**src/rtl/fsm_slave.sv**
```systemverilog
// fsm_slave -- I2C slave protocol engine.
//
// Oversamples the bus SCL/SDA on the system clock, detects START/STOP,
// matches a 7-bit address, ACKs the master, collects write bytes and
// serves read bytes MSB-first. SDA is driven through sda_out/sda_oe;
// the pad-level mux outside this block turns that into the actual bus.
//
// Ports:
//   clk        system clock, at least 8x the SCL frequency
//   rst_       asynchronous active-low reset
//   scl_in     bus SCL
//   sda_in     bus SDA as seen at the pad
//   tx_data    byte returned on a read, latched on the tx_req clock
//   sda_out    value for SDA while sda_oe=1
//   sda_oe     1 = slave drives SDA, 0 = released
//   rx_data    last byte received in a write transfer
//   rx_valid   1-clk pulse when rx_data updates
//   tx_req     1-clk pulse on the clock where tx_data is latched
//   addr_match high from address ACK until STOP/START
//   busy       high from START to STOP
module fsm_slave #(
  parameter logic [6:0] SLAVE_ADDR  = 7'b1011010,
  parameter int         SYNC_STAGES = 2
) (
  input  logic       clk,
  input  logic       rst_,
  input  logic       scl_in,
  input  logic       sda_in,
  input  logic [7:0] tx_data,
  output logic       sda_out,
  output logic       sda_oe,
  output logic [7:0] rx_data,
  output logic       rx_valid,
  output logic       tx_req,
  output logic       addr_match,
  output logic       busy
);

  localparam int DATA_W = 8;

  typedef enum logic [2:0] {
    IDLE,
    ADDR,
    ADDR_ACK,
    WRITE,
    WRITE_ACK,
    READ,
    READ_ACK,
    WAIT_STOP
  } state_t;

  state_t              state;
  logic [SYNC_STAGES-1:0] scl_sync;
  logic [SYNC_STAGES-1:0] sda_sync;
  logic                scl_q;
  logic                sda_q;
  logic                scl_s;
  logic                sda_s;
  logic                scl_rise;
  logic                scl_fall;
  logic                start_det;
  logic                stop_det;
  logic [3:0]          cnt;
  logic [DATA_W-1:0]   shreg;
  logic [DATA_W-1:0]   shift_in;
  logic [DATA_W-1:0]   txbuf;
  logic                rw;
  logic                mack;

  // Stage p0: synchroniser chain plus one history flop per line.
  // The chain resets to 1 so an idle bus never looks like an edge.
  always_ff @(posedge clk or negedge rst_) begin
    if (!rst_) begin
      scl_sync <= '1;
      sda_sync <= '1;
      scl_q    <= 1'b1;
      sda_q    <= 1'b1;
    end else begin
      if (SYNC_STAGES > 1) begin
        scl_sync <= {scl_sync[SYNC_STAGES-2:0], scl_in};
        sda_sync <= {sda_sync[SYNC_STAGES-2:0], sda_in};
      end else begin
        scl_sync <= scl_in;
        sda_sync <= sda_in;
      end
      scl_q <= scl_s;
      sda_q <= sda_s;
    end
  end

  // Stage p1: bus events, decoded from the synchronised and history values.
  assign scl_s     = scl_sync[SYNC_STAGES-1];
  assign sda_s     = sda_sync[SYNC_STAGES-1];
  assign scl_rise  = scl_s & ~scl_q;
  assign scl_fall  = ~scl_s & scl_q;
  // SDA may only move while SCL is low; a move with SCL held high across
  // both samples is a bus condition rather than data.
  assign start_det = scl_s & scl_q & sda_q & ~sda_s;
  assign stop_det  = scl_s & scl_q & ~sda_q & sda_s;
  assign shift_in  = {shreg[DATA_W-2:0], sda_s};

  // Stage p2: protocol state machine with registered outputs.
  // cnt counts scl rises within a 9-bit slot: 8 means the byte is in,
  // 9 means the ACK bit has been clocked. All SDA drive changes happen
  // on scl_fall so the line is stable whenever SCL is high.
  always_ff @(posedge clk or negedge rst_) begin
    if (!rst_) begin
      state      <= IDLE;
      sda_out    <= 1'b1;
      sda_oe     <= 1'b0;
      rx_data    <= '0;
      rx_valid   <= 1'b0;
      tx_req     <= 1'b0;
      addr_match <= 1'b0;
      busy       <= 1'b0;
      cnt        <= 4'd0;
      shreg      <= '0;
      txbuf      <= '0;
      rw         <= 1'b0;
      mack       <= 1'b1;
    end else begin
      rx_valid <= 1'b0;
      tx_req   <= 1'b0;
      if (start_det) begin
        // Valid from any state, including a repeated START mid-transfer.
        state      <= ADDR;
        cnt        <= 4'd0;
        sda_oe     <= 1'b0;
        busy       <= 1'b1;
        addr_match <= 1'b0;
      end else if (stop_det) begin
        // Any partial byte in shreg is simply abandoned.
        state      <= IDLE;
        cnt        <= 4'd0;
        sda_oe     <= 1'b0;
        busy       <= 1'b0;
        addr_match <= 1'b0;
      end else begin
        case (state)
          IDLE: begin
          end

          ADDR: begin
            if (scl_rise && cnt < 4'd8) begin
              shreg <= shift_in;
              cnt   <= cnt + 4'd1;
            end else if (scl_fall && cnt == 4'd8) begin
              if (shreg[DATA_W-1:1] == SLAVE_ADDR) begin
                sda_oe     <= 1'b1;
                sda_out    <= 1'b0;
                addr_match <= 1'b1;
                rw         <= shreg[0];
                state      <= ADDR_ACK;
              end else begin
                sda_oe <= 1'b0;
                state  <= WAIT_STOP;
              end
            end
          end

          ADDR_ACK: begin
            if (scl_rise && cnt == 4'd8) begin
              cnt <= 4'd9;
            end else if (scl_fall && cnt == 4'd9) begin
              cnt <= 4'd0;
              if (rw) begin
                // Keep driving: the ACK low turns straight into data bit 7.
                tx_req  <= 1'b1;
                txbuf   <= tx_data;
                sda_out <= tx_data[DATA_W-1];
                state   <= READ;
              end else begin
                sda_oe  <= 1'b0;
                sda_out <= 1'b1;
                state   <= WRITE;
              end
            end
          end

          WRITE: begin
            if (scl_rise && cnt < 4'd8) begin
              shreg <= shift_in;
              cnt   <= cnt + 4'd1;
              if (cnt == 4'd7) begin
                rx_data  <= shift_in;
                rx_valid <= 1'b1;
              end
            end else if (scl_fall && cnt == 4'd8) begin
              sda_oe  <= 1'b1;
              sda_out <= 1'b0;
              state   <= WRITE_ACK;
            end
          end

          WRITE_ACK: begin
            if (scl_rise && cnt == 4'd8) begin
              cnt <= 4'd9;
            end else if (scl_fall && cnt == 4'd9) begin
              cnt     <= 4'd0;
              sda_oe  <= 1'b0;
              sda_out <= 1'b1;
              state   <= WRITE;
            end
          end

          READ: begin
            if (scl_rise && cnt < 4'd8) begin
              cnt <= cnt + 4'd1;
            end else if (scl_fall && cnt == 4'd8) begin
              sda_oe  <= 1'b0;
              sda_out <= 1'b1;
              state   <= READ_ACK;
            end else if (scl_fall && cnt != 4'd0) begin
              // txbuf[7] was already on the wire; present the next bit.
              txbuf   <= {txbuf[DATA_W-2:0], 1'b0};
              sda_out <= txbuf[DATA_W-2];
            end
          end

          READ_ACK: begin
            if (scl_rise && cnt == 4'd8) begin
              cnt  <= 4'd9;
              mack <= sda_s;
            end else if (scl_fall && cnt == 4'd9) begin
              cnt <= 4'd0;
              if (!mack) begin
                tx_req  <= 1'b1;
                txbuf   <= tx_data;
                sda_out <= tx_data[DATA_W-1];
                sda_oe  <= 1'b1;
                state   <= READ;
              end else begin
                state <= WAIT_STOP;
              end
            end
          end

          WAIT_STOP: begin
          end

          default: begin
            state  <= IDLE;
            sda_oe <= 1'b0;
          end
        endcase
      end
    end
  end

endmodule
```
**config.mk**
```make
export PLATFORM = sky130hd
export DESIGN_NAME = fsm_slave
export DESIGN_NICKNAME = d
export VERILOG_FILES = /design/src/rtl/fsm_slave.sv
export SDC_FILE = /design/constraint.sdc
export NUM_CORES = 1
export LEC_CHECK = 0
export CAP_MARGIN = 15
export CORE_ASPECT_RATIO = 1.1
export CORE_MARGIN = 10
export CORE_UTILIZATION = 40
export DETAILED_ROUTE_END_ITERATION = 16
export GPL_ROUTABILITY_DRIVEN = 0
export PLACE_DENSITY = 0.73
export SYNTH_ARGS = -nofsm -noshare
export SYNTH_HDL_FRONTEND = slang
export SYNTH_SLANG_ARGS = --single-unit
```
**constraint.sdc**
```tcl
create_clock -name clk -period 1.74 [get_ports clk]
set_input_delay 0.348 -clock clk [delete_from_list [all_inputs] [get_ports clk]]
set_output_delay 0.348 -clock clk [all_outputs]
set_load 0.02 [all_outputs]
```
==> impl_metrics.yaml, run 1 <==
status:
  outcome: "finished with violations"
  violations: "negative setup slack"
worst_setup_path:
  path_class: "flip-flop to flip-flop"
  critPathSlowestCell: "dfstp_2"
  start_kind: "flip-flop"
  end_kind: "flip-flop"
  critPathMaxStageDelay_ns: 0.57
  critPathRequiredTime_ns: 1.92
  arrival_ns: 2.01
  reg2reg_depth: 5
  r2r_slack_ns: -0.08
  setup.worst_path.start: "scl_sync[1]$_DFF_PN1_"
  reg2reg_from: "scl_sync[1]$_DFF_PN1_"
  path_max_fanout: 4
  path_cells: "nor3b_4, nor3b_4, a31oi_2, o21ai_2, mux2_4"
  crit_top_cell: "nor3b_4"
  regToRegEndpoint: "state[2]$_DFFE_PN0P_"
synth:
  yosys.area.top_type: "dfrtp_1"
  synth_edf_count: 0
  async_flop_share_pct: 100
  synthCells: 212
  ys_types: 55
  syn-num-nets: 227
  synthFlopType: "dfrtp_1"
  synth_area_sq_mm: 0.00224
  synth_seq_cells: 44
  synthDominantCellAreaShare_pct: 40.2
  synth_area_per_cell_sq_um: 10.6
  seq_area_frac_synth_pct: 49.5
  yosysWarnings: 0
  yosys-top-cells-area: "dfrtp_1 40%, dfstp_2 9.4%, mux2_1 6.5%"
min_path:
  hp-class: "input pin to async pin"
power_and_ir_drop:
  power_frac_comb_pct: 50.8
  finalPower_w: 0.00424
  p_clk_share_pct: 15.0
  p_seq_share_pct: 34.3
  vdd.ir_drop.worst_uv: 877
  p_int_w: 0.00265
  switching_share_pct: 37.6
  powerDensity_mw_per_mm2: 1340
  power.switching_w: 0.00160
  p_leak_nw: 1.48
place:
  io_buffers: 25
  dp_hpwl_microns: 3730
  dp_cells: 342
  place_area_sq_mm: 0.00284
final_layout:
  area_growth_pct: 40.9
  instances_no_fill: 362
  n_antenna_cell: 0
  fin_area_sq_mm: 0.00316
  post-route-util_pct: 58.6
  nNetsFinal: 301
  drive_gt1_share_pct: 37.3
  fill_cells: 488
clocking:
  cts_inserted_buffers: 5
  htree_levels: 2
  clkTransAtPathRegs_ns: 0.08
  cts-root-buf: "clkbuf_8"
  insertion_delay_ns: 0.30
  clkSinkCount: 44
  tritoncts: "built"
  cts_max_path_buffers: 2
routing:
  routedWlPerCell_microns: 15.6
  postRouteAntennaNets: 0
  routed_via_density: 5.21
  drc: 0
  via_count: 1885
  drt-total-wl_microns: 5660
  drt_iter0_markers: 126
  first_pass_iters: 4
timing:
  fin_crit_ns: 1.82
  rsz0062_at_grt: "true"
  setup_ws_ns: -0.0809
  slew_headroom_pct: 63.9
  finalSetupViolCount: 11
  hold_viol: 0
  worst_pin_slew_ns: 0.542
  finClkSkew_ns: 0.00566
  fin_crit_sh_pct: 105
  fmax_ghz: 0.549
  drv_slew: 0
die:
  design.core.area_sq_mm: 0.00540
  chipWidth_microns: 91.4
  rows: 28
  boundaryPins: 26
  die_y_microns: 98.5
  start_util_pct: 41.6
  die-area_sq_mm: 0.00901
flow_run:
  maxCapViolCount: 0
grt:
  overflow: 0
  grt_pass1_wl_microns: 9060
  grt_max_degree: 45
  grt_pass1_vias: 1954
  grt_usage_pct: 12.0
  antenna_found_initial: 0
==> power by group through the flow <==
| stage | Combinational (W) | Clock (W) | Sequential [W] |
|---|---|---|---|
| floorplan | 0.00113 | 0 | 0.00144 |
| global placement | 0.00178 | 0 | 0.00145 |
| detailed placement | 0.00182 | 0 | 0.00146 |
| CTS | 0.00195 | 0.000654 | 0.00144 |
| global route | 0.00233 | 0.000692 | 0.00148 |
| finish | 0.00215 | 0.000635 | 0.00145 |
==> layout make-up <==
| class | count | area, sq um | share of cell area, % |
|---|---|---|---|
| inverters | 6 | 22.5 | 0.713 |
| well taps | 75 | 93.8 | 2.97 |
| clock inverters | 1 | 8.76 | 0.277 |
| repair buffers | 74 | 641 | 20.3 |
| clock buffers | 7 | 76.3 | 2.41 |
| flip-flops and latches | 44 | 1110 | 35.2 |
| multi-input cells | 155 | 1200 | 38.1 |
==> cell families (layout without fill, tap and decap cells) <==
family / after synthesis / in the layout / synth area share [%]
and+or+nand+nor: 90 / 90 / 21.5
muxes: 25 / 25 / 12.5
DFF: 44 / 44 / 49.5
buffers and inverters: 13 / 88 / 2.57
AOI/OAI and AO/OA: 36 / 36 / 11.9
adders and majority gates: 3 / 3 / 1.67
xor gates and xnor gates: 1 / 1 / 0.390
==> sequential cells by signal, indices dropped and copies added, names as in the netlist <==
register	count
scl_q	1
sda_sync	2
addr_match	1
shreg	8
rw	1
sda_out	1
scl_sync	2
cnt	4
mack	1
sda_oe	1
sda_q	1
busy	1
tx_req	1
rx_valid	1
rx_data	8
txbuf	7
state	3
==> timing repair <==
| action | CTS | global route |
|---|---|---|
| pin swaps | 3 | 4 |
| endpoints found under the setup margin | 20 | 24 |
| hold buffers | 0 | 0 |
| gates resized for setup | 17 | 15 |
| buffers inserted | 6 | 7 |
==> cell usage after synthesis (2+ instances only) <==
cell type,instances
a21oi_1,10
nand3_1,9
o21ai_1,2
nand4b_1,2
nand2b_1,6
nor2b_1,4
nand4_1,3
nand2_1,38
and2_1,2
o21ai_0,6
ha_1,3
inv_1,6
mux2_2,11
dfrtp_1,36
and4b_1,2
buf_2,3
mux2_1,13
nor3_1,3
clkbuf_1,2
dfstp_2,8
nor2_1,9
==> per-layer routing <==
| metal | GRT usage (%) | wire, microns | up-vias | share of wire [%] |
|---|---|---|---|---|
| li1 | - | - | 894 | - |
| met1 | 13.3 | 2340 | 927 | 41 |
| met2 | 21.0 | 2880 | 53 | 51 |
| met3 | 3.57 | 325 | 11 | 5.7 |
| met4 | 4.95 | 112 | 0 | 2.0 |
| met5 | 0 | 0 | - | 0 |
==> per-stage QoR <==
stage	hold slack [ns]	TNS, ns	setup slack (ns)
floorplan	0.0524	-0.118	-0.0447
global placement	0.349	-0.486	-0.0521
detailed placement	0.348	-1.23	-0.0893
CTS	0.133	-0.0879	-0.0434
global route	0.152	-1.18	-0.156
finish	0.113	-0.489	-0.0809
==> worst max-delay path by stage <==
stage	endpoint	slack, ns	cells past startpoint
after global placement	rw$_DFFE_PN0P_	-0.05	5
after floorplan	state[2]$_DFFE_PN0P_	-0.04	5
after global routing	sda_out$_DFFE_PN1P_	-0.16	5
after detailed placement	rx_data[1]$_DFFE_PN0P_	-0.09	4
final	state[2]$_DFFE_PN0P_	-0.08	5
after CTS	sda_out$_DFFE_PN1P_	-0.04	5
==> worst max-delay path: cells and delay by family, from the launching register on <==
family | cells | cell delay, ns
AND/OR/NAND/NOR | 2 | 0.61
flip-flops | 1 | 0.57
multiplexers | 1 | 0.32
AO/OA/AOI/OAI | 2 | 0.20
==> cell usage in the layout (no fill, tap or decap), types with 2 or more instances in the layout <==
master	netlist	final
inv_1	6	6
nand4_1	3	3
o21ai_0	6	4
a21oi_1	10	8
nor2b_1	4	3
nand2b_1	6	6
nor3_1	3	3
dfstp_2	8	8
buf_12	0	2
buf_4	1	46
mux2_4	0	8
clkdlybuf4s50_1	0	23
nand4b_1	2	2
mux2_2	11	11
nand3_1	9	8
ha_4	0	2
dfrtp_1	36	34
clkbuf_1	2	2
dfrtp_2	0	2
nor3b_4	1	2
and2_1	2	2
nand2_1	38	38
clkbuf_8	0	5
mux2_1	13	5
nor2_1	9	9
and4b_1	2	2
o21ai_1	2	4
a21oi_2	0	2
Power figures use the tool's default switching activity.
==> run 2: changes to the inputs <==
--- a/config.mk
+++ b/config.mk
@@ -9,6 +9,7 @@
 export CORE_ASPECT_RATIO = 1.1
 export CORE_MARGIN = 10
 export CORE_UTILIZATION = 40
+export CTS_CLUSTER_SIZE = 28
 export DETAILED_ROUTE_END_ITERATION = 16
 export GPL_ROUTABILITY_DRIVEN = 0
 export PLACE_DENSITY = 0.73
==> results of run 2 <==
No change in the layout: final DEF, timing and power equal those of run 1.
